## src/rtl/vga_pkg.sv

```systemverilog
// Shared types and constants for the VGA image painter.
//   mode_e      : tile-select mode (all tiles, tile 0, tile 1, blank)
//   rgb24_t     : packed 8/8/8 colour
//   BG_DEFAULT  : default background colour
//   default_pal : palette contents loaded on reset
package vga_pkg;

  typedef enum logic [1:0] {
    MODE_ALL   = 2'd0,
    MODE_T0    = 2'd1,
    MODE_T1    = 2'd2,
    MODE_BLANK = 2'd3
  } mode_e;

  typedef struct packed {
    logic [7:0] r;
    logic [7:0] g;
    logic [7:0] b;
  } rgb24_t;

  localparam logic [23:0] BG_DEFAULT = 24'h0C1990;

  function automatic rgb24_t default_pal(input int unsigned idx);
    rgb24_t c;
    case (idx)
      0:       c = 24'h000000;
      1:       c = 24'hFFFF00;
      2:       c = 24'h00FF00;
      3:       c = 24'hFFFFFF;
      4:       c = 24'h000050;
      5:       c = 24'h005050;
      6:       c = 24'h500050;
      7:       c = 24'h505050;
      default: c = 24'h000000;
    endcase
    return c;
  endfunction

endpackage

```

## src/rtl/vga_palette.sv

```systemverilog
// Colour palette register file.
//   clk, rst : clock, asynchronous active-high reset (loads default colours)
//   i_we     : write enable; i_wrgb stored at i_widx on the clock edge
//   i_ridx   : NUM_RD packed read indices
//   o_rrgb   : NUM_RD packed 24-bit colours, combinational (pre-write value
//              is seen during the write cycle)
module vga_palette
  import vga_pkg::*;
#(
  parameter int unsigned PIX_BITS = 3,
  parameter int unsigned NUM_RD   = 2
) (
  input  logic                       clk,
  input  logic                       rst,
  input  logic                       i_we,
  input  logic [PIX_BITS-1:0]        i_widx,
  input  rgb24_t                     i_wrgb,
  input  logic [NUM_RD*PIX_BITS-1:0] i_ridx,
  output logic [NUM_RD*24-1:0]       o_rrgb
);

  localparam int unsigned DEPTH = 1 << PIX_BITS;

  rgb24_t r_mem [DEPTH];

  always_ff @(posedge clk or posedge rst) begin
    if (rst) begin
      for (int unsigned i = 0; i < DEPTH; i++) begin
        r_mem[PIX_BITS'(i)] <= default_pal(i);
      end
    end else if (i_we) begin
      r_mem[i_widx] <= i_wrgb;
    end
  end

  always_comb begin
    o_rrgb = '0;
    for (int unsigned k = 0; k < NUM_RD; k++) begin
      o_rrgb[k*24 +: 24] = r_mem[i_ridx[k*PIX_BITS +: PIX_BITS]];
    end
  end

endmodule

```

## src/rtl/vga_image_painter.sv

```systemverilog
// Paints NUM_IMG palette-indexed image tiles, left to right, onto a VGA scan.
//   clk, rst          : pixel clock, asynchronous active-high reset
//   X, Y, video_on    : current scan position and active-display qualifier
//   mode              : tile select, latched only at X==0,Y==0
//   mem_addr          : row*IMG_W+col inside the hit tile (0 when no hit)
//   pix_in            : per-tile palette index, MEM_LAT cycles after mem_addr
//   pal_we/idx/rgb    : palette write port
//   Red, Green, Blue  : registered colour, MEM_LAT+1 cycles after X/Y
module vga_image_painter
  import vga_pkg::*;
#(
  parameter int unsigned IMG_W    = 256,
  parameter int unsigned IMG_H    = 256,
  parameter int unsigned PIX_BITS = 3,
  parameter int unsigned NUM_IMG  = 2,
  parameter int unsigned ORG_X    = 125,
  parameter int unsigned ORG_Y    = 150,
  parameter int unsigned GAP      = 0,
  parameter int unsigned MEM_LAT  = 1,
  parameter logic [23:0] BG_RGB   = BG_DEFAULT
) (
  input  logic                          clk,
  input  logic                          rst,
  input  logic [9:0]                    X,
  input  logic [9:0]                    Y,
  input  logic                          video_on,
  input  logic [1:0]                    mode,
  output logic [$clog2(IMG_W*IMG_H)-1:0] mem_addr,
  input  logic [NUM_IMG*PIX_BITS-1:0]   pix_in,
  input  logic                          pal_we,
  input  logic [PIX_BITS-1:0]           pal_idx,
  input  logic [23:0]                   pal_rgb,
  output logic [7:0]                    Red,
  output logic [7:0]                    Green,
  output logic [7:0]                    Blue
);

  localparam int unsigned AW    = $clog2(IMG_W*IMG_H);
  localparam int unsigned TW    = (NUM_IMG > 1) ? $clog2(NUM_IMG) : 1;
  localparam int unsigned PITCH = IMG_W + GAP;

  mode_e            r_mode;
  logic             r_hit_d  [MEM_LAT];
  logic             r_vid_d  [MEM_LAT];
  logic [TW-1:0]    r_tile_d [MEM_LAT];
  rgb24_t           r_rgb;

  logic [31:0]      w_x;
  logic [31:0]      w_y;
  logic [31:0]      w_col;
  logic [31:0]      w_row;
  logic             w_y_in;
  logic             w_geo;
  logic             w_tile_en;
  logic             w_hit;
  logic [TW-1:0]    w_tile;
  logic [NUM_IMG*24-1:0] w_pal_rd;
  rgb24_t           w_sel;

  // Stage 0: coordinate decode, purely combinational
  always_comb begin
    w_x    = 32'(X);
    w_y    = 32'(Y);
    w_y_in = (w_y >= ORG_Y) && (w_y < ORG_Y + IMG_H);
    w_geo  = 1'b0;
    w_tile = '0;
    w_col  = '0;
    for (int unsigned t = 0; t < NUM_IMG; t++) begin
      if ((w_x >= ORG_X + t*PITCH) && (w_x < ORG_X + t*PITCH + IMG_W)) begin
        w_geo  = 1'b1;
        w_tile = TW'(t);
        w_col  = w_x - (ORG_X + t*PITCH);
      end
    end
    w_row = w_y - ORG_Y;
    case (r_mode)
      MODE_ALL: w_tile_en = 1'b1;
      MODE_T0:  w_tile_en = (w_tile == TW'(0));
      MODE_T1:  w_tile_en = (w_tile == TW'(1));
      default:  w_tile_en = 1'b0;
    endcase
    w_hit    = w_geo && w_y_in && w_tile_en;
    mem_addr = w_hit ? AW'(w_row * IMG_W + w_col) : '0;
  end

  // Delay pipeline aligning hit/tile/video_on with pix_in
  always_ff @(posedge clk or posedge rst) begin
    if (rst) begin
      r_mode <= MODE_ALL;
      for (int unsigned i = 0; i < MEM_LAT; i++) begin
        r_hit_d[i]  <= 1'b0;
        r_vid_d[i]  <= 1'b0;
        r_tile_d[i] <= '0;
      end
    end else begin
      if (X == 10'd0 && Y == 10'd0) begin
        r_mode <= mode_e'(mode);
      end
      r_hit_d[0]  <= w_hit;
      r_vid_d[0]  <= video_on;
      r_tile_d[0] <= w_tile;
      for (int unsigned i = 1; i < MEM_LAT; i++) begin
        r_hit_d[i]  <= r_hit_d[i-1];
        r_vid_d[i]  <= r_vid_d[i-1];
        r_tile_d[i] <= r_tile_d[i-1];
      end
    end
  end

  vga_palette #(
    .PIX_BITS (PIX_BITS),
    .NUM_RD   (NUM_IMG)
  ) u_pal (
    .clk    (clk),
    .rst    (rst),
    .i_we   (pal_we),
    .i_widx (pal_idx),
    .i_wrgb (pal_rgb),
    .i_ridx (pix_in),
    .o_rrgb (w_pal_rd)
  );

  // Each tile has its own palette read port; pick the one for the hit tile
  always_comb begin
    w_sel = '0;
    for (int unsigned k = 0; k < NUM_IMG; k++) begin
      if (r_tile_d[MEM_LAT-1] == TW'(k)) begin
        w_sel = w_pal_rd[k*24 +: 24];
      end
    end
  end

  always_ff @(posedge clk or posedge rst) begin
    if (rst) begin
      r_rgb <= '0;
    end else if (!r_vid_d[MEM_LAT-1]) begin
      r_rgb <= '0;
    end else if (r_hit_d[MEM_LAT-1]) begin
      r_rgb <= w_sel;
    end else begin
      r_rgb <= BG_RGB;
    end
  end

  assign Red   = r_rgb.r;
  assign Green = r_rgb.g;
  assign Blue  = r_rgb.b;

endmodule
```

## config.mk

```make
export PLATFORM = sky130hd
export DESIGN_NAME = vga_image_painter
export DESIGN_NICKNAME = d
export VERILOG_FILES = /design/src/rtl/vga_pkg.sv /design/src/rtl/vga_palette.sv /design/src/rtl/vga_image_painter.sv
export SDC_FILE = /design/constraint.sdc
export NUM_CORES = 1
export LEC_CHECK = 0
export BUFFER_PORTS_ARGS = -buffer_cell sky130_fd_sc_hd__buf_2
export CORE_ASPECT_RATIO = 2
export CORE_MARGIN = 5
export CORE_UTILIZATION = 40
export DETAILED_ROUTE_END_ITERATION = 10
export PLACE_DENSITY = 0.57
export SYNTH_ARGS = -nofsm -noshare
export SYNTH_HDL_FRONTEND = slang
export SYNTH_SLANG_ARGS = --single-unit
export TNS_END_PERCENT = 10
```

## constraint.sdc

```tcl
create_clock -name clk -period 11.1 [get_ports clk]
set_input_delay 2.775 -clock clk [delete_from_list [all_inputs] [get_ports clk]]
set_output_delay 2.775 -clock clk [all_outputs]
set_load 0.03 [all_outputs]
```

==> summary.md, run 1 <==
| Metric | Value |
|---|---|
| Routed Antenna Nets | 0 |
| Slew Viols, Final | 0 |
| Num Clock Sinks | around 220 |
| P_sw | 0.589 mW |
| CP Launch Type | input pin |
| Fin worst setup slack | 2.55 ns |
| Largest cells by area after synthesis | dfrtp_1 33%, mux2_2 19%, mux4_2 18% |
| Mapped Cells | 795 |
| Fin. Hold Viols | 0 |
| Gr ovfl total | 0 |
| Count leader, synth | mux2_2 |
| First DRT Iteration DRCs | about 270 |
| Sequential share of the synthesized area | 0.467 |
| Post-DP HPWL | around 18,000 µm |
| Site row count | 89 |
| Sw Ratio | 0.258 |
| Ratio of cells with drive above 1 in the final layout | 0.596 |
| Layout Skew | 0.00809 ns |
| Status | complete, no violations |
| Chip Width | 133 µm |
| Final setup vio count | 0 |
| CTS tree | yes |
| Critical Path RT | 8.33 ns |
| Fillers | between 2,000 and 3,000 |
| Vias/cell | between 5 and 6 |
| Unique masters post-synth | 53 |
| Postcts setup bufs | 0 |
| Period utilisation layout | 0.770 |
| Worst-path clk slew | around 0.060 ns |
| Gate power share | 0.214 |
| MaxCap Viol Count | 0 |
| FF/Latch Area | 0.00561 mm² |
| Worst EP arrival | between 5 and 6 ns |
| Yosys top cell area share | 0.327 |
| Top cells by count, synth | 201 x mux2_2, 157 x dfrtp_1, 96 x mux4_2 |
| Htree depth | 1 |
| Drt total wl | 29,400 µm |
| Root Buffer | clkbuf_16 |
| Pwr dens | 169 mW/mm² |
| Post-synth ARST share | 1.00 |
| Internal power | 1.70 mW |
| Peak supply drop | 91.6 µV |
| Min Tclk post-route | 8.55 ns |
| Vias in the first global route | 8,210 |
| Max Clk Rate | approximately 120 MHz |
| Crit path kind | input pin to output pin |
| Hold Buf Count CTS | 0 |
| IO Count | 99 |
| Synthesis warning total | 0 |
| Synth Register Bits | 221 |
| WHS | about 0.52 ns |
| Crit path max fanout | 6 |
| Sequential share of power | 0.487 |
| Finished Core Util | 0.456 |
| Layout area overhead | 12.5% |
| PortBufs | 98 |
| Synthesized area | 0.0120 mm² |
| Mean Syn Cell Area | ~15 µm² |
| Initial Util | 0.406 |
| Multi-input gate area | 0.00614 mm² |
| Placed cells | about 1,200 |
| First-pass GRT wire length | 47,100 µm |
| RSZ-0062 raised after global routing | false |
| Leak pwr | 5.53 nW |
| Setup TNS | 0 ns |
| Placed Area | 0.0129 mm² |
| Initial antenna violation count | 1 |
| Post-cts gate resize count | 0 |
| Pre-CTS setup slack | 2.52 ns |
| Die footprint | between 0.03 and 0.04 mm² |
| Actual slew at the worst max-slew pin | between 1 and 1.5 ns |
| Crit end category | output pin |
| Drt pass-1 iters | 4 |
| Clock latency on the worst-skew pair | approximately 0.50 ns |
| Synth Flop Type | dfrtp_1 |
| Syn nets | 866 |
| Final instance area | 0.0135 mm² |
| Slew margin rel. | 0.259 |
| Design Power | 2.29 mW |
| CTS buffer count | 21 |
| Final std cells w/o fill | 1,256 |
| Yosys top cell by area | dfrtp_1 |
| Placer Congestion | 0.830 |
| EDFF count, synth | 0 |
| Clock buffer depth | 3 |
| DRC viols | 0 |
| Vias | 7,352 |
| DR WL/cell | 23.4 µm |
| Die Height | 255 µm |
| Layout Nets | ~950 |
| Hold Path Class | flop to flop |
| Area of the core | just under 0.03 mm² |
| Reg2reg setup slack | 9.28 ns |
| GRT Util Overall | 0.178 |
| Clock Power Share | 0.299 |
| Largest net degree at the start of global routing | just over 100 |
critical path, cell delays in order:
cell and delay [ns]:
buf_2 0.14, and4_4 0.27, nand2_1 0.08, nor4_1 0.51, ha_1 0.34, a21oi_1 0.23
o21ai_0 0.15, a2111oi_0 0.64, nor3_2 0.08, nor4b_2 0.30, buf_2 0.25
registers in the layout, indices dropped and copies added, names as in the netlist:
signal       cells
Red              8
r_tile_d         1
u_pal.r_mem    192
r_vid_d          1
r_mode           2
Green            8
Blue             8
r_hit_d          1
cells by family (layout without fill, tap and decap cells):
family,count (synthesis),count (layout),synth area share
muxes,323,323,0.391
DFF,221,221,0.467
and+or+nand+nor,84,84,0.0460
AOI/OAI and AO/OA,74,74,0.0470
buffers and inverters,67,163,0.0247
xor gates and xnor gates,14,14,0.0113
adders and majority gates,12,12,0.0131
other,0,1,0
layout make-up:
| type | count | area share |
|---|---|---|
| inverter | 11 | 0.00361 |
| sequential | 221 | 0.415 |
| multi-input combinational | 507 | 0.454 |
| timing repair buffer | 115 | 0.0461 |
| tap | 364 | 0.0337 |
| antenna | 1 | 0.000185 |
| clock inverter | 1 | 0.000370 |
| clock buffer | 36 | 0.0468 |
worst paths after layout:
path                           startpoint  cells after the start             end
max                                  X[3]                     11    mem_addr[15]
min                        u_pal.r_mem[1]                      1  u_pal.r_mem[1]
max reg2reg                      r_tile_d                      2         Blue[4]
min reg2reg                u_pal.r_mem[1]                      1  u_pal.r_mem[1]
max in group asynchronous             rst                      3         Blue[2]
min in group asynchronous             rst                      2          Red[1]
power groups by stage:
stage          logic, mW  clock network [mW]  registers [mW]
2_1_floorplan      0.407                   0            1.09
3_3_place_gp       0.485                   0            1.11
3_5_place_dp       0.496                   0            1.13
4_1_cts            0.497               0.712            1.11
5_1_grt            0.535               0.736            1.14
6_report           0.489               0.683            1.11
layer usage:
layer  up-vias  global-route usage  routed length (µm)
met4         0              0.0586                 767
li1       3253                   -                   -
met2       142               0.346               16600
met3        44              0.0246                1090
met1      3913               0.199               11000
met5         -                   0                   0
placed cells by master, fill, tap and decap left out, types with 11 or more instances in the layout:
cell / instances
nand2_1: 14
clkbuf_16: 21
buf_2: 96
dfrtp_1: 156
mux2i_1: 24
nor2b_1: 19
a211oi_1: 35
mux2_2: 201
buf_4: 19
mux4_2: 96
ha_1: 11
dfstp_2: 64
(Power assumes the default switching activity.)
==> inputs of run 2 (changes only) <==
==> constraint.sdc (replaced) <==
create_clock -name clk -period 8.69 [get_ports clk]
set_input_delay 2.1725 -clock clk [delete_from_list [all_inputs] [get_ports clk]]
set_output_delay 2.1725 -clock clk [all_outputs]
set_load 0.03 [all_outputs]
==> run 2 against run 1 <==
Cell area increased by 0.12%. Worst hold slack got worse by 0.00056 ns. Sequential share of layout area about the same. Non-clock buffer count unchanged. Cell count unchanged. Core utilization increased by 0.055 points. Flip-flop and latch count unchanged. Combinational power increased by 28%. Register-to-register slack got worse by 2.4 ns. Global-route usage decreased by 0.20 points.
==> summary.md, run 2 (same netlist as run 1, synthesis figures left out) <==
| Metric | Value |
|---|---|
| Setup TNS | 0 ns (unchanged) |
| Clock Power Share | 0.305 (+0.006) |
| Crit path max fanout | 6 (unchanged) |
| Fin. Hold Viols | 0 (unchanged) |
| Fin worst setup slack | 1.32 ns (-1.22 ns) |
| Die footprint | 0.0338 mm² (unchanged) |
| Pwr dens | 218 mW/mm² (+29%) |
| P_sw | 0.756 mW (+28%) |
| Slew Viols, Final | 0 (unchanged) |
| Post-DP HPWL | 17,700 µm (about the same) |
| Hold Path Class | flop to flop |
| Hold Buf Count CTS | 0 (unchanged) |
| Chip Width | 133 µm (unchanged) |
| Site row count | 89 (unchanged) |
| Max FFs per register | 192 (unchanged) |
| Layout area overhead | 12.6% |
| Area of the core | 0.0296 mm² (unchanged) |
| Max Clk Rate | 136 MHz |
| First DRT Iteration DRCs | 338 (+27%) |
| Crit end category | output pin |
| Routed Antenna Nets | 0 (unchanged) |
| Crit path kind | input pin to output pin |
| Clock buffer depth | 3 (unchanged) |
| Final setup vio count | 0 (unchanged) |
| Clock latency on the worst-skew pair | 0.50 ns (about the same) |
| Initial Util | 0.406 (unchanged) |
| CTS buffer count | 21 (unchanged) |
| Root Buffer | clkbuf_16 |
| Final std cells w/o fill | 1,256 (unchanged) |
| Post-cts gate resize count | 0 (unchanged) |
| Layout Skew | 0.00860 ns (+0.000517 ns) |
| Most frequent cells in the layout | 201 x mux2_2, 156 x dfrtp_1, 96 x mux4_2, 96 x buf_2, 64 x dfstp_2 |
| IO Count | 99 (unchanged) |
| Min Tclk post-route | 7.37 ns |
| Vias/cell | 5.93 (+1.3%) |
| Slew margin rel. | 0.239 (-0.0198) |
| Layout Nets | 948 (unchanged) |
| DR WL/cell | 23.3 µm (-0.45%) |
| Ratio of cells with drive above 1 in the final layout | 0.596 (unchanged) |
| DRC viols | 0 (unchanged) |
| WHS | 0.522 ns (-0.000556 ns) |
| Final instance area | 0.0135 mm² (+0.12%) |
| Peak supply drop | 121 µV (+32%) |
| RSZ-0062 raised after global routing | false |
| Die Height | 255 µm (unchanged) |
| Period utilisation layout | 0.848 |
| Gate power share | 0.212 (-0.002) |
| Htree depth | 1 (unchanged) |
| Actual slew at the worst max-slew pin | 1.14 ns (+0.0297 ns) |
| Sequential share of power | 0.483 (-0.004) |
| Drt pass-1 iters | 4 (unchanged) |
| Worst-path clk slew | 0.06 ns (about the same) |
| Biggest register | u_pal.r_mem |
| Placed cells | 1,218 (unchanged) |
| GRT Util Overall | 0.176 (-0.00196) |
| Leak pwr | 5.53 nW (+0.13%) |
| Gr ovfl total | 0 (unchanged) |
| Placer Congestion | 0.830 (unchanged) |
| Num Clock Sinks | 221 (unchanged) |
| Status | complete, no violations |
| Largest net degree at the start of global routing | 105 (+2.9%) |
| CTS tree | yes |
| Commonest non-fill, non-tap cell in the layout | mux2_2 |
| PortBufs | 98 (unchanged) |
| Worst EP arrival | 5.19 ns (-0.59 ns) |
| Postcts setup bufs | 0 (unchanged) |
| Internal power | 2.19 mW (+29%) |
| Critical Path RT | 6.52 ns (-1.81 ns) |
| Vias in the first global route | 8,100 (-1.3%) |
| Sw Ratio | 0.257 (-0.000886) |
| First-pass GRT wire length | 46,400 µm (-1.3%) |
| Drt total wl | 29,300 µm (-0.45%) |
| Placed Area | 0.0129 mm² (unchanged) |
| CP Launch Type | input pin |
| Pre-CTS setup slack | 1.27 ns (-1.25 ns) |
| Initial antenna violation count | 1 (unchanged) |
| Vias | 7,447 (+1.3%) |
| MaxCap Viol Count | 0 (unchanged) |
[run 2: cell count changes in the layout (fill, tap and decap cells not counted)]
cell	previous run	this run
bufinv_16	0	1
clkbuf_8	5	4
[run 2: path summary, 6_finish.rpt]
check / from / end / slack (ns) / cells after the start
setup / recovery: X[3] / mem_addr[15] / 1.32 / 11
setup reg to reg: r_tile_d / Blue[7] / 6.86 / 2
max in group asynchronous: rst / r_tile_d / 5.59 / 3
hold / removal: u_pal.r_mem[36] / u_pal.r_mem[36] / 0.52 / 1
hold reg to reg: u_pal.r_mem[36] / u_pal.r_mem[36] / 0.52 / 1
min in group asynchronous: rst / Red[1] / 1.73 / 2
[run 2: area by class of cell]
type	instances	area (µm²)
sequential	221	5610
clock buffer	35	618
fill	2679	16100
multi-input combinational	507	6140
inverter	11	48.8
tap	364	455
timing repair buffer	115	623
clock inverter	2	35.0
antenna	1	2.50
[run 2: power by group through the flow]
stage	Combinational, mW	Clock, mW	Sequential (mW)
after CTS	0.636	0.930	1.42
after detailed placement	0.635	0	1.44
after global placement	0.620	0	1.42
after floorplan	0.520	0	1.39
after global routing	0.682	0.966	1.45
final	0.624	0.899	1.42
[run 2: worst max-delay path: stages]
cell and delay (ns):
buf_2 0.14, and4_4 0.26, nand2_1 0.08, nor4_1 0.49, ha_1 0.33, a21oi_1 0.24, o21ai_0 0.15, a2111oi_0 0.69
nor3_2 0.08, nor4b_2 0.30, buf_2 0.25
[run 2: stage by stage]
step,total power [mW],util
2_1_floorplan,1.91,-
3_3_place_gp,2.04,0.435
3_5_place_dp,2.08,0.435
4_1_cts,2.99,0.457
5_1_grt,3.10,0.457
6_report,2.95,0.457
[run 2: metal layers]
layer,wire (µm),global-route usage,vias to the layer above
li1,-,-,3250
met1,10800,0.199,3976
met2,16400,0.340,172
met3,1240,0.0248,49
met4,843,0.0574,0
met5,0,0,-
==> inputs of run 3 (changes only) <==
--- a/config.mk
+++ b/config.mk
@@ -5,6 +5,7 @@
 export SDC_FILE = /design/constraint.sdc
 export NUM_CORES = 1
 export LEC_CHECK = 0
+export ABC_AREA = 1
 export BUFFER_PORTS_ARGS = -buffer_cell sky130_fd_sc_hd__buf_2
 export CORE_ASPECT_RATIO = 2
 export CORE_MARGIN = 5
==> constraint.sdc (replaced) <==
create_clock -name clk -period 7.35 [get_ports clk]
set_input_delay 1.8375 -clock clk [delete_from_list [all_inputs] [get_ports clk]]
set_output_delay 1.8375 -clock clk [all_outputs]
set_load 0.03 [all_outputs]
==> run 3 against run 2 <==
First-iteration DRC count grew to 3.1 times the previous value. Combinational power grew 3.5%. Synthesized area grew 0.20%. Clock power grew 48%. Critical path depth grew 8. Cell area grew 0.48%. Sequential power grew 15%. Register-to-register slack lost 1.7 ns. Largest power group unchanged. Worst hold slack lost 0.027 ns.
==> summary.md, run 3 <==
| Metric | Value |
|---|---|
| Status | complete, no violations |
| Routed Antenna Nets | 0 (unchanged) |
| Num Clock Sinks | 221 (unchanged) |
| Hold path depth | 2 (+1) |
| Crit path kind | input pin to output pin |
| Crit path max fanout | 4 (-2) |
| Critical Path RT | 5.51 ns (-1.01 ns) |
| Post-synth ARST share | 1.00 (unchanged) |
| Commonest non-fill, non-tap cell in the layout | o21ai_0 |
| Yosys top cell area share | 0.326 (-0.000646) |
| Met1 Track Usage GR | 0.279 (+0.0799) |
| CP Launch Type | input pin |
| Slowest stage cell, crit path | fa_1 |
| Count leader, synth | o21ai_0 |
| EDFF count, synth | 0 (unchanged) |
| Hold Path Class | flop to flop |
| Layout area overhead | 12.9% |
| MaxCap Viol Count | 0 (unchanged) |
| Drt total wl | 38,700 µm (+32%) |
| Top cells by count, synth | 372 x o21ai_0, 240 x nand2_1, 217 x nor2_1 |
| Period utilisation layout | 0.879 |
| Worst hold path endpoint | u_pal.r_mem[12] |
| Drt pass-1 iters | 5 (+1) |
| CTS buffer count | 24 (+14%) |
| Vias in the first global route | 11,000 (+36%) |
| RSZ-0062 raised after global routing | false |
| Slew Viols, Final | 0 (unchanged) |
| Syn nets | 1,604 (+85%) |
| Mean Syn Cell Area | 7.85 µm² (-48%) |
| Vias | 11,400 (+53%) |
| Root Buffer | clkbuf_16 |
| Chip Width | 133 µm (about the same) |
| Pre-CTS setup slack | 0.906 ns (-0.363 ns) |
| Synthesis warning total | 0 (unchanged) |
| Post-cts gate resize count | 0 (unchanged) |
| Met2 GRT Util | 0.376 (+0.0362) |
| Site row count | 90 (+1.1%) |
| DRC viols | 0 (unchanged) |
| Gr ovfl total | 0 (unchanged) |
| PortBufs | 98 (unchanged) |
| Placer Congestion | 0.822 (-0.98%) |
| Layout Skew | 0.0201 ns (+0.0115 ns) |
| CTS tree | yes |
| Peak supply drop | 186 µV (+54%) |
| Crit-path leading delay family | simple AND/OR/NAND/NOR gates |
| Htree depth | 1 (unchanged) |
| Hold Crit Start | u_pal.r_mem[12] |
| Worst-path clk slew | 0.06 ns (about the same) |
| Ratio of cells with drive above 1 in the final layout | 0.169 (-0.427) |
| Initial Util | 0.402 (-0.00371) |
| Die footprint | 0.0339 mm² (+0.19%) |
| R2R Path End | Blue[7] |
| Largest stage delay, worst path | 0.42 ns (-0.27 ns) |
| IO Count | 99 (unchanged) |
| Crit end category | output pin |
| Min Tclk post-route | 6.46 ns |
| Fin. Hold Viols | 0 (unchanged) |
| Fin worst setup slack | 0.893 ns (-0.432 ns) |
| Worst EP arrival | 4.62 ns (-0.57 ns) |
| Setup TNS | 0 ns (unchanged) |
| Reg2reg start | r_tile_d |
| Post-DP HPWL | 21,800 µm (+23%) |
| Leak pwr | 6.02 nW (+8.9%) |
| Slew margin rel. | 0.261 (+0.0220) |
| Sequential share of the synthesized area | 0.466 (-0.000922) |
| First-pass GRT wire length | 60,700 µm (+31%) |
| Mapped Cells | 1,533 (+93%) |
| Synth Flop Type | dfrtp_1 |
| Max FFs per register | 192 (unchanged) |
| Yosys top cell by area | dfrtp_1 |
| Actual slew at the worst max-slew pin | 1.11 ns (-0.0346 ns) |
| Most frequent cells in the layout | 372 x o21ai_0, 240 x nand2_1, 217 x nor2_1, 157 x dfrtp_1, 98 x buf_2 |
| First DRT Iteration DRCs | 1,056 (+210%) |
| GR peak layer | met2 |
| Crit path buf inv count | 3 (+1) |
| Unique masters post-synth | 37 (-30%) |
| Synthesized area | 0.0120 mm² (+0.20%) |
| Reg2reg setup slack | 5.12 ns (-1.74 ns) |
| Layout Nets | 1,632 (+72%) |
| Clock latency on the worst-skew pair | 0.54 ns (+0.04 ns) |
| Fillers | 2,986 (+11%) |
| Biggest register | u_pal.r_mem |
| DR WL/cell | 19.9 µm (-15%) |
| Clock buffer depth | 3 (unchanged) |
| Final setup vio count | 0 (unchanged) |
| R2R depth | 7 (+5) |
| Postcts setup bufs | 0 (unchanged) |
| Die Height | 255 µm (about the same) |
| Hold Buf Count CTS | 0 (unchanged) |
| Initial antenna violation count | 2 (+1) |
| Max Clk Rate | 155 MHz |
| Vias/cell | 5.87 (-1.1%) |
| Area of the core | 0.0300 mm² (+1.1%) |
| Met3 Resource Use GR | 0.0321 (+0.00730) |
| CP cell instances | buf_2 > inv_1 > ha_1 > nor2_1 > nand2_1 > nor2_1 > nor2_1 > nand3_1 > o21ai_0 > ha_1 > fa_1 > nand3_1 > nand3_1 > nand2_1 > nand2_1 > a21oi_1 > xor2_1 > nor2_4 > buf_2 |
| Pwr dens | 266 mW/mm² (+22%) |
| GRT Util Overall | 0.221 (+0.0444) |
| Largest net degree at the start of global routing | 169 (+61%) |
| Synth Register Bits | 221 (unchanged) |
| Largest cells by area after synthesis | dfrtp_1 33%, o21ai_0 15%, dfstp_2 14% |
==> run 3: changes by cell type after synthesis, sizes merged, moves of 36 or more <==
cell / change
clkbuf: +74
nand3: +64
nor2: +222
o221ai: +82
mux4: -96
inv: +74
nand2: +234
a211oi: -36
o21ai: +367
a21oi: +42
mux2: -201
==> run 3: worst max-delay path by stage <==
stage | startpoint | endpoint | slack (ns) | depth (start not counted)
2_1_floorplan | X[0] | mem_addr[15] | 1.46 | 16
3_3_place_gp | X[0] | mem_addr[14] | 0.98 | 19
3_5_place_dp | X[0] | mem_addr[14] | 0.91 | 19
4_1_cts | X[0] | mem_addr[14] | 0.89 | 19
5_1_grt | X[0] | mem_addr[14] | 0.65 | 19
6_report | X[0] | mem_addr[14] | 0.89 | 19
==> run 3: power breakdown <==
part | leakage [nW] | switching [mW] | internal, mW
sequential | 2.65 | 0.158 | 1.48
combinational | 2.94 | 0.414 | 0.233
clock | 0.431 | 0.504 | 0.831
total | 6.02 | 1.07 | 2.54
==> run 3: per-stage QoR <==
stage | total power [mW] | cell area [µm²] | util | cells | hold WS, ns
4_1_cts | 3.64 | 13600 | 0.454 | 1947 | 0.496
3_3_place_gp | 2.26 | 12700 | 0.424 | 1903 | 0.470
6_report | 3.61 | 13600 | 0.454 | 1948 | 0.495
3_5_place_dp | 2.29 | 12700 | 0.424 | 1903 | 0.484
5_1_grt | 3.80 | 13600 | 0.454 | 1948 | 0.511
2_1_floorplan | 2.09 | 12000 | - | 1533 | 0.453
==> run 3: routing by layer <==
metal  part of all wire  vias up
met5            0.00031        -
met4              0.037        2
met3              0.072      109
met2               0.50      510
met1               0.40     5502
li1                   -     5304
==> run 3: cells by family after synthesis <==
logic type                 after synthesis  synth area share
xor gates and xnor gates                14            0.0102
and+or+nand+nor                        554             0.196
buffers and inverters                  205            0.0666
AOI/OAI and AO/OA                      527             0.248
DFF                                    221             0.466
adders and majority gates               12            0.0131
==> run 3: tightest hold or removal path, cell delays in order (launching register included) <==
cell and delay, ns:
dfstp_2 0.37, inv_1 0.04, o21ai_0 0.07
==> run 3: cell type report <==
cell class,instances,area [µm²],area share
Antenna cell,1,2.50,0.000184
Clock buffer,35,733,0.0539
Clock inverter,9,150,0.0110
Inverter,87,334,0.0246
Multi-Input combinational cell,1107,5640,0.415
Sequential cell,221,5610,0.413
Tap cell,368,460,0.0339
Timing Repair Buffer,120,668,0.0491
